## config.mk

```make
export PLATFORM = sky130hd
export DESIGN_NAME = mc_ctrl
export DESIGN_NICKNAME = d
export VERILOG_FILES = /design/src/rtl/mc_ctrl.sv
export SDC_FILE = /design/constraint.sdc
export NUM_CORES = 1
export LEC_CHECK = 0
export BUFFER_PORTS_ARGS = -buffer_cell sky130_fd_sc_hd__clkbuf_2
export CORE_ASPECT_RATIO = 0.7
export CORE_UTILIZATION = 40
export CTS_CLUSTER_DIAMETER = 50
export DETAILED_ROUTE_END_ITERATION = 7
export PLACE_DENSITY = 0.65
export SETUP_SLACK_MARGIN = 0.15
export SKIP_LAST_GASP = 1
export SYNTH_ARGS = -nofsm -noshare
export SYNTH_HDL_FRONTEND = slang
export SYNTH_SLANG_ARGS = --single-unit
```

## constraint.sdc

```tcl
create_clock -name clk -period 3.86 [get_ports clk]
set_input_delay 0.386 -clock clk [delete_from_list [all_inputs] [get_ports clk]]
set_output_delay 0.386 -clock clk [all_outputs]
set_load 0.03 [all_outputs]
```

## src/rtl/mc_ctrl.sv

```systemverilog
// Multi-cycle MIPS-subset control unit: FETCH/DECODE/EXEC/MEM/WB sequencer
// with combinational control decode and a retired-instruction counter.
module mc_ctrl (
    input  logic        clk,
    input  logic        reset,
    input  logic [5:0]  opcode,
    input  logic [5:0]  funct,
    input  logic        zero,
    input  logic        dm_ack,
    output logic        PC_WE,
    output logic [1:0]  NPCOp,
    output logic        IR_WE,
    output logic        GRF_WE,
    output logic        DM_WE,
    output logic        dm_req,
    output logic [2:0]  GRF_WDSel,
    output logic [2:0]  GRF_A3Sel,
    output logic        ALU_ASel,
    output logic [2:0]  ALU_BSel,
    output logic [2:0]  ALUOp,
    output logic        EXTOp,
    output logic        illegal,
    output logic [31:0] instr_cnt
);

    localparam logic [2:0] FETCH  = 3'd0;
    localparam logic [2:0] DECODE = 3'd1;
    localparam logic [2:0] EXEC   = 3'd2;
    localparam logic [2:0] MEM    = 3'd3;
    localparam logic [2:0] WB     = 3'd4;

    logic [2:0]  state_q, state_d;
    logic [31:0] cnt_q, cnt_d;

    logic is_r, is_addu, is_subu, is_jr, is_ori, is_lui, is_lw, is_sw, is_beq, is_jal;
    logic is_legal;

    assign is_r     = (opcode == 6'b000000);
    assign is_addu  = is_r && (funct == 6'b100001);
    assign is_subu  = is_r && (funct == 6'b100011);
    assign is_jr    = is_r && (funct == 6'b001000);
    assign is_ori   = (opcode == 6'b001101);
    assign is_lui   = (opcode == 6'b001111);
    assign is_lw    = (opcode == 6'b100011);
    assign is_sw    = (opcode == 6'b101011);
    assign is_beq   = (opcode == 6'b000100);
    assign is_jal   = (opcode == 6'b000011);
    assign is_legal = is_addu | is_subu | is_jr | is_ori | is_lui |
                      is_lw | is_sw | is_beq | is_jal;

    always_comb begin
        state_d = state_q;
        case (state_q)
            FETCH:  state_d = DECODE;
            DECODE: state_d = !is_legal ? FETCH : (is_jal ? WB : EXEC);
            EXEC: begin
                if (is_lw || is_sw)       state_d = MEM;
                else if (is_beq || is_jr) state_d = FETCH;
                else                      state_d = WB;
            end
            MEM:    if (dm_ack) state_d = is_lw ? WB : FETCH;
            WB:     state_d = FETCH;
            default: state_d = FETCH;
        endcase
    end

    // Retirement is any return to FETCH except the one out of DECODE (illegal).
    always_comb begin
        cnt_d = cnt_q;
        if (state_d == FETCH && (state_q == EXEC || state_q == MEM || state_q == WB))
            cnt_d = cnt_q + 32'd1;
    end

    always_ff @(posedge clk) begin
        if (reset) begin
            state_q <= FETCH;
            cnt_q   <= 32'd0;
        end else begin
            state_q <= state_d;
            cnt_q   <= cnt_d;
        end
    end

    assign instr_cnt = cnt_q;

    always_comb begin
        PC_WE     = 1'b0;
        NPCOp     = 2'b00;
        IR_WE     = 1'b0;
        GRF_WE    = 1'b0;
        DM_WE     = 1'b0;
        dm_req    = 1'b0;
        GRF_WDSel = 3'b000;
        GRF_A3Sel = 3'b000;
        ALU_ASel  = 1'b0;
        ALU_BSel  = 3'b000;
        ALUOp     = 3'b000;
        EXTOp     = 1'b0;
        illegal   = 1'b0;
        case (state_q)
            FETCH: begin
                IR_WE = 1'b1;
                PC_WE = 1'b1;
            end
            DECODE: illegal = !is_legal;
            EXEC: begin
                if (is_subu) ALUOp = 3'b001;
                if (is_ori) begin
                    ALUOp    = 3'b010;
                    ALU_BSel = 3'b001;
                end
                if (is_lui) begin
                    ALU_ASel = 1'b1;
                    ALUOp    = 3'b011;
                    ALU_BSel = 3'b001;
                end
                if (is_lw || is_sw) begin
                    ALU_BSel = 3'b001;
                    EXTOp    = 1'b1;
                end
                if (is_beq) begin
                    ALUOp = 3'b001;
                    EXTOp = 1'b1;
                    PC_WE = zero;
                    NPCOp = 2'b01;
                end
                if (is_jr) begin
                    PC_WE = 1'b1;
                    NPCOp = 2'b11;
                end
            end
            MEM: begin
                dm_req = 1'b1;
                DM_WE  = is_sw;
            end
            WB: begin
                GRF_WE = 1'b1;
                if (is_r) GRF_A3Sel = 3'b001;
                if (is_lw) GRF_WDSel = 3'b001;
                if (is_jal) begin
                    GRF_A3Sel = 3'b010;
                    GRF_WDSel = 3'b010;
                    PC_WE     = 1'b1;
                    NPCOp     = 2'b10;
                end
            end
            default: ;
        endcase
        // Reset must never let a write escape, whatever state is held.
        if (reset) begin
            PC_WE   = 1'b0;
            IR_WE   = 1'b0;
            GRF_WE  = 1'b0;
            DM_WE   = 1'b0;
            dm_req  = 1'b0;
            illegal = 1'b0;
        end
    end

endmodule

```

==> impl_results.md, run 1 <==
- Outcome: complete, no violations
- Final antenna-violating net count: 0
- Via/cell ratio: between 5 and 6
- DRT Pass-1 Iters: 4
- Post-synthesis adder-cell area fraction: 0.00562
- Core area: ~0.0053 sq mm
- RSZ-0062 raised after global routing: false
- Largest net degree at the start of global routing: 42
- Warnings, synthesis: 0
- Die width: between 90 and 100 um
- Arrival @ worst endpoint: approximately 2600 ps
- CP max FO: 14
- Vias in the first global route: 2100
- Total track usage: 0.207
- Critical path's top delay family: simple AND/OR/NAND/NOR gates
- Worst rel slew slack: 0.297
- Min-Delay Path Depth: 2
- FF-to-FF Start: instr_cnt[0]
- Worst reg-to-reg path cell count: 6
- EDFF count, synth: 0
- Startpoint types: flop
- FFs w/ async S/R, synth: 0
- Endpoints failing setup: 0
- Pleak: about 0.93 nW
- Sinks on the clock net: 35
- CTS Root Cell: clkbuf_8
- CP cell instances: ha_1, nand3_1, nor4_1, o211ai_1, or4_1, a21oi_1
- Post-synthesis sequential area ratio: 0.315
- Critical Path RT: approximately 4000 ps
- Wire per inst: about 14 um
- Worst VDD drop: 0.139 mV
- CTS HTree Levels: 2
- CTS clk-pin slew, worst paths: roughly 70 ps
- Final Max Slew Viols: 0
- Mapped cell area: around 0.0022 sq mm
- Multiplexer share of the synthesized area: 0.00506
- Synth Area in Compound Gates: 0.236
- Synth cell types: 46
- # hold bufs at CTS: 0
- CP max stage cell: or4_1
- Die H: 64.4 um
- Diode count: 0
- Final net count: 352
- Layout cell share with drive strength beyond 1: 0.250
- CTS tree: yes
- Worst slack, placed: 1450 ps
- Clock Latency Late Sink: 280 ps
- Post-Synth XOR/XNOR Area: 0
- Main combinational cell family by area after synthesis: simple AND/OR/NAND/NOR gates
- Placed Area: 0.00254 sq mm
- Max Root-Sink Buffers: 2
- First DRT Iteration DRCs: about 110
- Row count: 22
- Worst-margin pin slew: around 1000 ps
- Reg2reg setup slack: 1450 ps
- Remaining Overflow, GRT: 0
- Area Overhead vs Synth: 17.6%
- Routability Congestion: between 0.8 and 0.9
- Clock period minus final worst setup slack: around 2400 ps
- Post-cts resize count: 0
- DPL Wire Length: just over 4 mm
- Hold worst-path end: instr_cnt[31]
- End of the worst register-to-register path: instr_cnt[28]
- Post-route DRC: 0
- Final Hold Viols: 0
- Initial antenna violation count: 0
- Final Skew: 6.60 ps
- Final wirelength: 5.73 mm
- Hold_ws: approximately 480 ps
- Cells after Synth: around 280
- Post-synthesis simple-gate area fraction: 0.361
- Crit end category: flop
- Total CTS buffers: 5
- PD cells: between 200 and 300 mW/mm^2
- Max-Cap Viols: 0
- CP Class: reg -> reg
- Die ar.: between 0.005 and 0.006 sq mm
- Initial Util: 0.419
- DR vias: between 2000 and 2500
- Final Cell Area: about 0.0026 sq mm
- Non-filler cells, final: 408
- Num ports: 70
- Mean Syn Cell Area: slightly below 8 sq um
- First-pass GRT wire length: 9.84 mm
- Final Util: 0.493
- Period Utilization, post-route: 0.624
- Hold wc startpoint: instr_cnt[31]
- WP buf/inv: 0
- Commonest register cell after synthesis: dfxtp_1
- Power, Total: 0.691 mW
- Worst setup margin: around 1400 ps
- Dpl cells: 400
- Synthesis-stage register bit count: 35
- Slowest stage delay, CP: about 590 ps
- Max frequency: between 400 and 500 MHz
- Total negative slack: 0 ps
- Setup Fix Bufs, Post-CTS: 0
- Hold Crit Class: reg -> reg
- Filler Cell Count: roughly 530
- Port Buf Inserts: 64
state kept, by name, summed over array words and instances (netlist names):
register   count
instr_cnt     32
state_q        3
layer usage:
metal | vias up | global-route usage | wire, um
met4 | 0 | 0.0714 | 38
met2 | 55 | 0.330 | 2480
li1 | 1209 | - | -
met1 | 1113 | 0.280 | 2920
met5 | - | 0 | 0
met3 | 2 | 0.0411 | 294
worst max path at each step:
stage / endpoint / depth (start not counted) / from / slack, ps
after floorplan: PC_WE / 6 / state_q[1] / 1500
after global placement: instr_cnt[29] / 6 / opcode[2] / 1510
after detailed placement: instr_cnt[23] / 6 / opcode[2] / 1450
after CTS: instr_cnt[28] / 6 / instr_cnt[0] / 1490
after global routing: instr_cnt[23] / 5 / instr_cnt[2] / 1190
final: instr_cnt[28] / 6 / instr_cnt[0] / 1450
Yosys cell counts (2+ instances only):
cell type / count / area share
nor2_1: 16 / 0.027
nand4_1: 16 / 0.045
buf_4: 6 / 0.020
nand3_1: 14 / 0.031
a21oi_1: 38 / 0.085
buf_2: 9 / 0.020
o31ai_1: 27 / 0.091
nand2_1: 12 / 0.020
nor4_1: 4 / 0.011
and3_1: 6 / 0.017
nand2b_1: 7 / 0.020
o21ai_0: 5 / 0.011
and2_1: 2 / 0.0056
o211ai_1: 2 / 0.0067
dfxtp_1: 35 / 0.31
inv_1: 8 / 0.013
clkbuf_1: 7 / 0.012
or3_1: 3 / 0.0084
buf_6: 2 / 0.010
or4_1: 27 / 0.091
nor3_1: 8 / 0.018
and3b_1: 2 / 0.0079
nor4b_1: 3 / 0.012
layout make-up:
cell class / instances / area (sq um) / share of cell area
timing repair buffer: 66 / 335 / 0.128
clock buffer: 7 / 76.3 / 0.0291
clock inverter: 1 / 5.00 / 0.00191
inverter: 8 / 30.0 / 0.0115
tap: 72 / 90.1 / 0.0344
multi-input combinational: 219 / 1380 / 0.527
sequential: 35 / 701 / 0.268
placed cells by master (no fill, tap or decap), types with 3 or more instances in the layout:
| cell | count |
|---|---|
| nor4_1 | 4 |
| inv_1 | 8 |
| clkbuf_8 | 5 |
| and3_1 | 6 |
| nand2_1 | 12 |
| o31ai_1 | 27 |
| nand4_1 | 16 |
| o21ai_0 | 5 |
| nor4b_1 | 3 |
| dfxtp_1 | 35 |
| or4_1 | 27 |
| nand3_1 | 14 |
| clkbuf_2 | 64 |
| nand2b_1 | 7 |
| nor3_1 | 8 |
| a21oi_1 | 38 |
| nor2_1 | 16 |
| conb_1 | 5 |
| or3_1 | 3 |
worst reg2reg max path, cell delays in order, from the launching register on:
cell      delay [ps]
dfxtp_1          430
ha_1             400
nand3_1          130
nor4_1           210
o211ai_1         420
or4_1            600
a21oi_1          140
power breakdown:
| group | switching (mW) | total, mW | internal, mW |
|---|---|---|---|
| Sequential | 0.00300 | 0.365 | 0.362 |
| Combinational | 0.0540 | 0.0740 | 0.0200 |
| Clock | 0.125 | 0.252 | 0.127 |
| Total | 0.182 | 0.691 | 0.509 |
cells by family after synthesis:
kind of cell / Yosys count
AO/OA/AOI/OAI: 81
adder cells (fa/ha/maj): 1
buffers and inverters: 32
flip-flops: 35
multiplexers: 1
other: 1
AND/OR/NAND/NOR: 131
(Power assumes the default switching activity.)
==> inputs of run 2 (changes only) <==
- clock period: 3.86 -> 2.41 ns (I/O delays scaled with it)
==> impl_results.md, run 2 (same netlist as run 1, synthesis figures left out) <==
- Layout cell share with drive strength beyond 1: 0.271 (+0.0211)
- Post-route DRC: 0 (unchanged)
- Vias in the first global route: 2154 (+2.6%)
- Critical Path RT: 2170 ps (-1890 ps)
- CTS HTree Levels: 2 (unchanged)
- Diode count: 0 (unchanged)
- Initial antenna violation count: 0 (unchanged)
- Max-Cap Viols: 0 (unchanged)
- Total negative slack: 0 ps (unchanged)
- Power, Total: 1.22 mW (+76%)
- # hold bufs at CTS: 0 (unchanged)
- Pleak: 0.981 nW (+5.0%)
- Routability Congestion: 0.854 (+3.7%)
- Initial Util: 0.419 (unchanged)
- Final wirelength: 5.84 mm (+1.8%)
- Worst rel slew slack: 0.580 (+0.283)
- Wire per inst: 14.1 um (+0.11%)
- First DRT Iteration DRCs: 139 (+22%)
- Reg2reg setup slack: 390 ps (-1060 ps)
- Endpoints failing setup: 0 (unchanged)
- Max reg flops: 32 (unchanged)
- Period Utilization, post-route: 0.875
- Clock Latency Late Sink: 290 ps (about the same)
- DR vias: 2398 (+0.80%)
- Final net count: 360 (+2.3%)
- PD cells: 451 mW/mm^2 (+71%)
- Total track usage: 0.211 (+0.00486)
- Clock period minus final worst setup slack: between 2000 and 2500 ps
- Worst-margin pin slew: 625 ps (-425 ps)
- Startpoint types: flop
- CP max FO: 10 (-4)
- Port Buf Inserts: 64 (unchanged)
- Worst VDD drop: 0.229 mV (+65%)
- Largest net degree at the start of global routing: 36 (-14%)
- First-pass GRT wire length: 10.2 mm (+3.5%)
- Die width: 91.2 um (unchanged)
- Filler Cell Count: 523 (-2.1%)
- Remaining Overflow, GRT: 0 (unchanged)
- Highest-count cells in the layout ignoring fill and taps: 64 x clkbuf_2, 38 x a21oi_1, 35 x dfxtp_1, 27 x o31ai_1, 27 x or4_1
- CTS clk-pin slew, worst paths: 70 ps (about the same)
- DPL Wire Length: 4.24 mm (+2.2%)
- Die ar.: 0.00588 sq mm (unchanged)
- Commonest non-fill, non-tap cell in the layout: clkbuf_2
- Max Root-Sink Buffers: 2 (unchanged)
- Total CTS buffers: 5 (unchanged)
- Num ports: 70 (unchanged)
- Final Max Slew Viols: 0 (unchanged)
- CTS Root Cell: clkbuf_8
- Sinks on the clock net: 35 (unchanged)
- Final Hold Viols: 0 (unchanged)
- CP Class: reg -> out
- Area Overhead vs Synth: 21.3%
- Hold_ws: 220 ps (-261 ps)
- DRT Pass-1 Iters: 4 (unchanged)
- Arrival @ worst endpoint: 1870 ps (-740 ps)
- Outcome: complete, no violations
- Die H: 64.4 um (unchanged)
- Core area: 0.00531 sq mm (unchanged)
- Max frequency: between 400 and 500 MHz
- RSZ-0062 raised after global routing: false
- CTS tree: yes
- Via/cell ratio: 5.78 (-0.90%)
- Final antenna-violating net count: 0 (unchanged)
- Crit end category: output pin
- Final Skew: 9.84 ps (+3.24 ps)
- Row count: 22 (unchanged)
- Hold Crit Class: in -> reg
==> run 2: final timing paths <==
kind                  from       endpoint  cells past startpoint
max             state_q[1]          PC_WE                      6
min                  reset     state_q[0]                      2
max reg2reg   instr_cnt[2]  instr_cnt[28]                      6
min reg2reg  instr_cnt[31]  instr_cnt[31]                      2
==> run 2: report_power, final <==
group          internal, mW  switching, mW  leakage [nW]  total (mW)
Clock                 0.303          0.207        0.0513       0.511
Combinational        0.0355         0.0880         0.648       0.123
Sequential            0.580        0.00483         0.282       0.585
==> run 2: routing by layer <==
metal	share of wire	vias up	track usage	routed length, um
met5	0	-	0	0
met4	0.011	0	0.0655	66
met3	0.054	7	0.0434	318
met2	0.42	76	0.317	2440
met1	0.52	1101	0.304	3020
li1	-	1214	-	-
==> run 2: through the flow <==
step	instances	util	setup WS [ps]	area (sq um)
after floorplan	286	-	192	2240
after global placement	407	0.488	269	2590
after detailed placement	407	0.488	243	2590
after CTS	414	0.507	224	2690
after global routing	415	0.509	158	2700
final	415	0.509	301	2700
==> run 2: layout make-up <==
cell class / instances / area, sq um / area share
tap: 72 / 90.1 / 0.0333
clock buffer: 6 / 72.6 / 0.0269
inverter: 8 / 30.0 / 0.0111
timing repair buffer: 74 / 395 / 0.146
clock inverter: 1 / 30.0 / 0.0111
sequential: 35 / 701 / 0.259
multi-input combinational: 219 / 1380 / 0.512
==> run 2: what timing repair did <==
item,4_1_cts,5_1_grt
endpoints found under the setup margin,0,9
endpoints found under the hold margin,0,0
buffers inserted,0,1
gates resized for setup,0,1
==> run 2: critical path, cell delays in order (launching register included) <==
cell      delay [ps]
dfxtp_1          490
and2b_1          210
nand2b_1         190
o221ai_1         240
a21oi_1           90
nor3_1           130
clkbuf_2         230
